==> src/rtl/data_mem_bridge.sv <==
// Data-side memory stage: local word RAM plus an MMIO store buffer drained over valid/ready.
// Optional feature macro WBUF_STATUS_EN: MMIO loads at offset 0 return {wb_overflow, 0..., wb_count}.
module data_mem_bridge #(
    parameter int         DEPTH_LOG2     = 2,
    parameter int         RAM_WORDS_LOG2 = 6,
    parameter logic [3:0] MMIO_NIB       = 4'hF
) (
    input  logic                  CLK,
    input  logic                  Reset,
    input  logic                  MemWrite,
    input  logic [31:0]           ALUResult,
    input  logic [31:0]           WriteData,
    output logic [31:0]           ReadData,
    output logic                  per_valid,
    output logic [31:0]           per_addr,
    output logic [31:0]           per_data,
    input  logic                  per_ready,
    output logic [DEPTH_LOG2:0]   wb_count,
    output logic                  wb_overflow
);

    localparam int                  DEPTH     = 1 << DEPTH_LOG2;
    localparam int                  RAM_WORDS = 1 << RAM_WORDS_LOG2;
    localparam logic [DEPTH_LOG2:0] DEPTH_CNT = (DEPTH_LOG2 + 1)'(DEPTH);

    logic [31:0] ram_mem [RAM_WORDS];
    logic [31:0] fifo_addr_mem [DEPTH];
    logic [31:0] fifo_data_mem [DEPTH];

    logic [DEPTH_LOG2-1:0] wr_ptr_q, wr_ptr_d;
    logic [DEPTH_LOG2-1:0] rd_ptr_q, rd_ptr_d;
    logic [DEPTH_LOG2:0]   count_q, count_d;
    logic                  ovf_q, ovf_d;

    logic                      mmio;
    logic [RAM_WORDS_LOG2-1:0] ram_idx;
    logic                      push_req;
    logic                      push_accept;
    logic                      pop;

    assign mmio        = (ALUResult[31:28] == MMIO_NIB);
    assign ram_idx     = ALUResult[RAM_WORDS_LOG2+1:2];
    assign push_req    = MemWrite & mmio;
    assign pop         = (count_q != '0) & per_ready;
    // A full buffer still takes a store when the head leaves in the same cycle.
    assign push_accept = push_req & ((count_q < DEPTH_CNT) | pop);

    // RAM keeps its contents across Reset.
    always_ff @(posedge CLK) begin
        if (MemWrite && !mmio) begin
            ram_mem[ram_idx] <= WriteData;
        end
    end

    always_ff @(posedge CLK) begin
        if (push_accept) begin
            fifo_addr_mem[wr_ptr_q] <= ALUResult;
            fifo_data_mem[wr_ptr_q] <= WriteData;
        end
    end

    always_comb begin
        wr_ptr_d = wr_ptr_q;
        rd_ptr_d = rd_ptr_q;
        count_d  = count_q;
        ovf_d    = ovf_q;
        if (push_accept) begin
            wr_ptr_d = wr_ptr_q + 1'b1;
        end
        if (pop) begin
            rd_ptr_d = rd_ptr_q + 1'b1;
        end
        case ({push_accept, pop})
            2'b10:   count_d = count_q + 1'b1;
            2'b01:   count_d = count_q - 1'b1;
            default: count_d = count_q;
        endcase
        if (push_req && !push_accept) begin
            ovf_d = 1'b1;
        end
    end

    always_ff @(posedge CLK or posedge Reset) begin
        if (Reset) begin
            wr_ptr_q <= '0;
            rd_ptr_q <= '0;
            count_q  <= '0;
            ovf_q    <= 1'b0;
        end else begin
            wr_ptr_q <= wr_ptr_d;
            rd_ptr_q <= rd_ptr_d;
            count_q  <= count_d;
            ovf_q    <= ovf_d;
        end
    end

    assign per_valid   = (count_q != '0);
    assign per_addr    = per_valid ? fifo_addr_mem[rd_ptr_q] : 32'h0;
    assign per_data    = per_valid ? fifo_data_mem[rd_ptr_q] : 32'h0;
    assign wb_count    = count_q;
    assign wb_overflow = ovf_q;

    // A same-cycle store to the addressed word is not visible until after the edge.
    always_comb begin
        ReadData = 32'h0;
        if (!mmio) begin
            ReadData = ram_mem[ram_idx];
        end
`ifdef WBUF_STATUS_EN
        else if (ALUResult[3:2] == 2'b00) begin
            ReadData               = 32'h0;
            ReadData[31]           = ovf_q;
            ReadData[DEPTH_LOG2:0] = count_q;
        end
`else
        else begin
            ReadData = 32'h0;
        end
`endif
    end

endmodule
==> config.mk <==
export PLATFORM = sky130hd
export DESIGN_NAME = data_mem_bridge
export DESIGN_NICKNAME = d
export VERILOG_FILES = /design/src/rtl/data_mem_bridge.sv
export SDC_FILE = /design/constraint.sdc
export NUM_CORES = 2
export LEC_CHECK = 0
export BUFFER_PORTS_ARGS = -buffer_cell sky130_fd_sc_hd__buf_2
export CAP_MARGIN = 10
export CORE_MARGIN = 5
export CORE_UTILIZATION = 62
export CTS_BUF_LIST = sky130_fd_sc_hd__clkbuf_8 sky130_fd_sc_hd__clkbuf_16
export DETAILED_ROUTE_END_ITERATION = 16
export PLACE_DENSITY = 0.79
export SLEW_MARGIN = 20
export SYNTH_ARGS = -nofsm -noshare
export SYNTH_HDL_FRONTEND = slang
export SYNTH_SLANG_ARGS = --single-unit
==> constraint.sdc <==
create_clock -name CLK -period 3.49 [get_ports CLK]
set_clock_uncertainty 0.05 [all_clocks]
set_input_delay 0.1745 -clock CLK [delete_from_list [all_inputs] [get_ports CLK]]
set_output_delay 0.1745 -clock CLK [all_outputs]
set_load 0.005 [all_outputs]
Word-level counts from Yosys, hierarchy flattened
Memories as Yosys holds them, arrays and structs flattened. Index checks and enable logic that the tools add are counted. Widths: inputs -> output; s select.

Div/mod/pow operators: 0. Equal/unequal tests: 3. Reduce and logical (&&, ||, !) cells: 6. Mux-type cells: 8. Bitwise logic cells: 4. Order comparisons: 1. Shift operators: 0. Add/sub/neg operators: 4. Multiply operators: 0.

Operators with widths (number): $mux 32 (3); $pmux 3 s2 (1); $add 2x1->2 const B (2); $eq 4x4->1 const B (1); $mux 1 (4); $add 3x1->3 const B (1); $and 1x1->1 (3); $lt 3x3->1 const B (1); $reduce_bool 3->1 (1); $sub 3x1->3 const B (1); $eq 2x1->1 const B (1); $eq 2x2->1 const B (1); $logic_and 1x1->1 (2); $logic_not 1->1 (2); $reduce_bool 2->1 (1); $or 1x1->1 (1).

Register bits: 8. Output and inout bits: 101. Memory bits (read-only): 0. Word-level logic and storage cells: 33. Input bits: 68. Latch bits: 0. Memory bits (writable): 2304. Memories: 3.

Memories: ram_mem (depth 64, bits a word 32, read ports 1, clocked after Yosys merged registers in 0, wr ports 1, line 26) `logic [31:0] ram_mem [RAM_WORDS];`; fifo_addr_mem (depth 4, bits a word 32, read ports 1, clocked after Yosys merged registers in 0, wr ports 1, line 27) `logic [31:0] fifo_addr_mem [DEPTH];`; fifo_data_mem (depth 4, bits a word 32, read ports 1, clocked after Yosys merged registers in 0, wr ports 1, line 28) `logic [31:0] fifo_data_mem [DEPTH];`.

Depth between registers and ports, before layout
Depth after elaboration: 6. Depth in mapped cells: 11. Depth with buffers taken out: 10.

Least setup slack after synthesis
OpenSTA, ideal clock, no wires.

Path kind: input-to-reg. Start point: input port ALUResult[4]. End point: memory ram_mem[14][0], enable pin. Arrival time: 2.928 ns. Buffers on the path: 7. Setup slack: 0.090 ns. Setup time: 0.421 ns. Required time: 3.019 ns. Cell stages on the path: 9. Cell sequence: buf_6 > buf_6 > buf_4 > buf_2 > buf_4 > buf_2 > buf_2 > nand3_1 > nor2_1.

RTL lines: start, declared (line 11) `input logic [31:0] ALUResult,`; end, declared (line 26).

No word-level cell before the write port.

Worst setup path after layout
Start point: input port ALUResult[2]. End point: output port ReadData[10].

Word-level cells in the longest chain between the ends: 2.

RTL lines: $mem_v2 64x32; $mux 32 (line 106) `if (!mmio) begin`; end, declared (line 13) `output logic [31:0] ReadData,`.

No other way between the ends.

==> summary.txt <==
Timing
  • Slew of the pin with the lowest slew margin: 1.16 ns
  • Final hold vios: 0
  • Max Clock Freq: 288 MHz
  • Final period demand of the worst path: 3.47 ns
  • Final setup fails: 0
  • Final Max Tran Viols: 0
  • Slew HR: 22.8%
  • Crit share post-route: 99.5%
  • Total Neg Setup Slack: 0 ns
  • Setup repair after global routing missed its margin: false

Drt
  • Avg Vias per Cell: 7.30
  • DRC violations left: 0
  • Initial detailed-routing violation count: 9884
  • DRT Wirelength: 251000 um
  • Wirelength per Cell: 34.2 um
  • Post-DRT Antenna Nets: 0
  • Via Count: 53546
  • 1st-pass router iterations: 6

Worst setup path
  • CP Launch Type: input port
  • CP Class: input port to primary output
  • Endpoint kind of the worst setup timing path: primary output
  • Largest fanout on the critical path: 27
  • Data arrival time of the worst path: 3.25 ns
  • Required time at the endpoint of the critical path: 3.27 ns

Clocking
  • Clock latency at the later pin of the worst-skew pair: 0.83 ns
  • TritonCTS clock tree: done
  • Deepest clock path buffer count: 3
  • H-tree levels: 4
  • Root buffer cell: sky130_fd_sc_hd__clkbuf_16
  • Total clock sinks: 2312
  • Clock buffers created by TritonCTS: 211
  • Clock-pin slew on the worst setup and hold paths: 0.06 ns

Synth
  • Share of cell area taken by muxes after synthesis: 4.06%
  • Main combinational cell family by area after synthesis: compound AO/OA/AOI/OAI gates
  • Parity-gate share of the synthesized area counting xor and xnor cells: 0.0601%
  • Async set-reset flop share out of synthesis: 0.346%
  • Synthesized instance count: 4866
  • Area share of fa/ha/maj cells after synthesis: 0.0944%
  • Post-synth net total: 4940
  • Main flop type after synthesis: sky130_fd_sc_hd__edfxtp_1
  • Cell type contributing the most total cell area after synthesis: sky130_fd_sc_hd__edfxtp_1
  • Yosys Warn Count: 0
  • Fraction of the mapped netlist area in compound gates: 11.8%
  • Library cells used by synthesis: 66
  • Proportion of netlist area held by the largest area contributor: 79.1%
  • Flops & latches, synth: 2312
  • Average cell area after synthesis: 18.0 sq um
  • Sequential fraction of the synthesis area: 79.4%
  • Netlist area before placement: 87400 sq um
  • Simple logic cell fraction of the synthesized area: 2.66%
  • Top cells by area in the synthesized netlist: sky130_fd_sc_hd__edfxtp_1 (79%), sky130_fd_sc_hd__a221oi_1 (4.1%), sky130_fd_sc_hd__a22oi_1 (3.0%), sky130_fd_sc_hd__mux4_2 (2.0%), sky130_fd_sc_hd__mux2i_1 (1.6%)
  • Number of enable flip-flop cells after synthesis: 2304

Cells and area
  • Multi-input gate area: 17000 sq um
  • Growth of design area from synthesis to finish: 14.7%
  • Number of inserted filler cells in the final layout: 7884
  • Final Util: 71.7%
  • Layout cell share with drive strength beyond 1: 18.7%
  • Design area: 100000 sq um
  • Storage element area: 69400 sq um
  • Net count of the finished layout: 5353

Power
  • Peak supply drop: 0.636 mV
  • Leakage dissipation: 0.0320 uW
  • PwrDens: 586 nW/um^2
  • Total chip power: 58800 uW

GRT
  • Via count of the first global-routing pass: 52293
  • Initial antenna violation count: 19
  • Overall overflow remaining after global route: 0
  • Maximum number of pins on one net before global-route repair: 123
  • Overall fraction of global-route tracks in use: 33.4%
  • Wire length of the first global-routing pass: 359000 um

Floorplanning
  • Horizontal extent of the die: 386 um
  • Number of primary I/O pins: 169
  • Starting Density: 62.5%
  • Floorplan die area: 149000 sq um
  • Die H: 386 um
  • Core area: 140000 sq um
  • Number of standard-cell rows in the floorplan: 137

Placement
  • Routability congestion estimate from global placement: 0.926
  • Post-detailed-placement cell area: 93000 sq um
  • IO buf count: 168
  • DP Wirelength: 148000 um

Run
  • Max-capacitance violation count: 0

Worst hold path
  • Worst min-delay path class: input port to flop

Run status
  • Result of the run: finished, final reports clean
==> synth_stat cells (18+ instances only) <==
cell type	count
sky130_fd_sc_hd__edfxtp_1	2304
sky130_fd_sc_hd__a221oi_1	412
sky130_fd_sc_hd__a22oi_1	349
sky130_fd_sc_hd__nor2_1	218
sky130_fd_sc_hd__a21oi_1	213
sky130_fd_sc_hd__clkbuf_1	203
sky130_fd_sc_hd__o21ai_0	177
sky130_fd_sc_hd__mux2i_1	141
sky130_fd_sc_hd__buf_2	115
sky130_fd_sc_hd__o22ai_1	102
sky130_fd_sc_hd__mux4_2	76
sky130_fd_sc_hd__and2_1	73
sky130_fd_sc_hd__nand2_1	44
sky130_fd_sc_hd__buf_1	34
sky130_fd_sc_hd__nor2b_1	33
sky130_fd_sc_hd__a32o_1	30
sky130_fd_sc_hd__mux2_2	30
sky130_fd_sc_hd__nor3_1	22
sky130_fd_sc_hd__a31oi_1	21
sky130_fd_sc_hd__nand3_1	20
sky130_fd_sc_hd__and3_1	18
==> state kept, by name (all words and copies together), names as in the netlist <==
register / count
wr_ptr_q: 2
fifo_addr_mem: 128
wb_overflow: 1
fifo_data_mem: 128
ram_mem: 2048
wb_count: 3
rd_ptr_q: 2
==> area by class of cell <==
type	count	area share, %
inverters	10	0.0387
diodes	6	0.0150
flip-flops and latches	2312	69.2
well taps	1876	2.34
clock buffers	216	5.39
clock inverters	174	1.22
repair buffers	572	4.87
multi-input cells	2172	16.9
==> what timing repair did <==
item                                   CTS  global route
setup endpoints to repair                0             1
resized for setup                        0             1
hold buffers                            55             5
setup buffers                            0             0
endpoints found under the hold margin  623           238
==> where the power goes <==
part           total [uW]  switching (uW)  internal [uW]
registers           31100             262          30800
clock network       22200           10000          12200
logic                5500            3260           2240
==> logic make-up (layout without fill, tap and decap cells) <==
family | Yosys count | after routing
xor gates and xnor gates | 6 | 6
adders and majority gates | 6 | 6
DFF | 2312 | 2312
buffers and inverters | 382 | 972
and+or+nand+nor | 473 | 473
AOI/OAI and AO/OA | 1434 | 1434
muxes | 253 | 253
other | 0 | 6
==> metal layers <==
| layer | part of all wire, % | up-vias | track usage [%] |
|---|---|---|---|
| met1 | 33 | 26367 | 45.3 |
| met2 | 45 | 5135 | 50.7 |
| met3 | 16 | 867 | 10.3 |
| met5 | 0.037 | - | 0 |
| li1 | - | 21163 | - |
| met4 | 5.5 | 14 | 15.3 |
==> cell usage in the layout, fill, tap and decap left out, types with 13 or more instances in the layout <==
cell                            instances
sky130_fd_sc_hd__o21ai_0              176
sky130_fd_sc_hd__a211oi_1              17
sky130_fd_sc_hd__clkinv_1              40
sky130_fd_sc_hd__nor3_1                21
sky130_fd_sc_hd__a221o_1               15
sky130_fd_sc_hd__a222oi_1              14
sky130_fd_sc_hd__clkinv_2              45
sky130_fd_sc_hd__o22ai_1              102
sky130_fd_sc_hd__mux4_2                76
sky130_fd_sc_hd__dlygate4sd3_1         60
sky130_fd_sc_hd__a21oi_1              213
sky130_fd_sc_hd__nand2_1               44
sky130_fd_sc_hd__a32o_1                30
sky130_fd_sc_hd__nor2b_1               27
sky130_fd_sc_hd__a221oi_1             412
sky130_fd_sc_hd__a31oi_1               21
sky130_fd_sc_hd__o31a_1                17
sky130_fd_sc_hd__nor2_4                67
sky130_fd_sc_hd__edfxtp_1            2304
sky130_fd_sc_hd__o31ai_1               13
sky130_fd_sc_hd__bufinv_16             14
sky130_fd_sc_hd__nand3_1               19
sky130_fd_sc_hd__and4_1                14
sky130_fd_sc_hd__and3_1                18
sky130_fd_sc_hd__a21o_1                14
sky130_fd_sc_hd__buf_4                284
sky130_fd_sc_hd__mux2_2                30
sky130_fd_sc_hd__buf_12                66
sky130_fd_sc_hd__and2_1                66
sky130_fd_sc_hd__mux2i_1              141
sky130_fd_sc_hd__a22oi_1              349
sky130_fd_sc_hd__buf_2                160
sky130_fd_sc_hd__nor2_1               152
sky130_fd_sc_hd__o2111ai_1             13
sky130_fd_sc_hd__clkbuf_16            216
sky130_fd_sc_hd__inv_1                 62
==> critical path: stages <==
cell	delay (ns)
sky130_fd_sc_hd__buf_4	0.37
sky130_fd_sc_hd__nor2b_4	0.22
sky130_fd_sc_hd__buf_12	0.24
sky130_fd_sc_hd__buf_12	0.19
sky130_fd_sc_hd__a221oi_1	0.34
sky130_fd_sc_hd__nor2_1	0.15
sky130_fd_sc_hd__o21ai_0	0.64
sky130_fd_sc_hd__nand3_1	0.33
sky130_fd_sc_hd__o31a_1	0.37
sky130_fd_sc_hd__buf_2	0.15
==> stage by stage <==
step	hold WS (ns)	std cells	setup slack, ns
after floorplan	-0.0598	4866	0.0904
after global placement	0.102	6880	0.233
after detailed placement	0.105	6881	0.188
after CTS	0.0161	7326	0.109
after global routing	0.0513	7333	0.0220
final	0.0384	7338	0.0181
==> worst paths after layout <==
check,endpoint,startpoint,depth (start not counted),slack (ns)
min in group asynchronous,wr_ptr_q[1],Reset,4,0.34
worst min-delay path,ram_mem[34][19],WriteData[19],1,0.04
max in group asynchronous,rd_ptr_q[0],Reset,4,2.74
worst max-delay path,ReadData[10],ALUResult[2],10,0.02
worst max register to register,wb_count[2],wb_count[0],9,1.02
worst min register to register,wb_count[0],wb_count[0],1,0.47
Power figures use the tool's default switching activity.
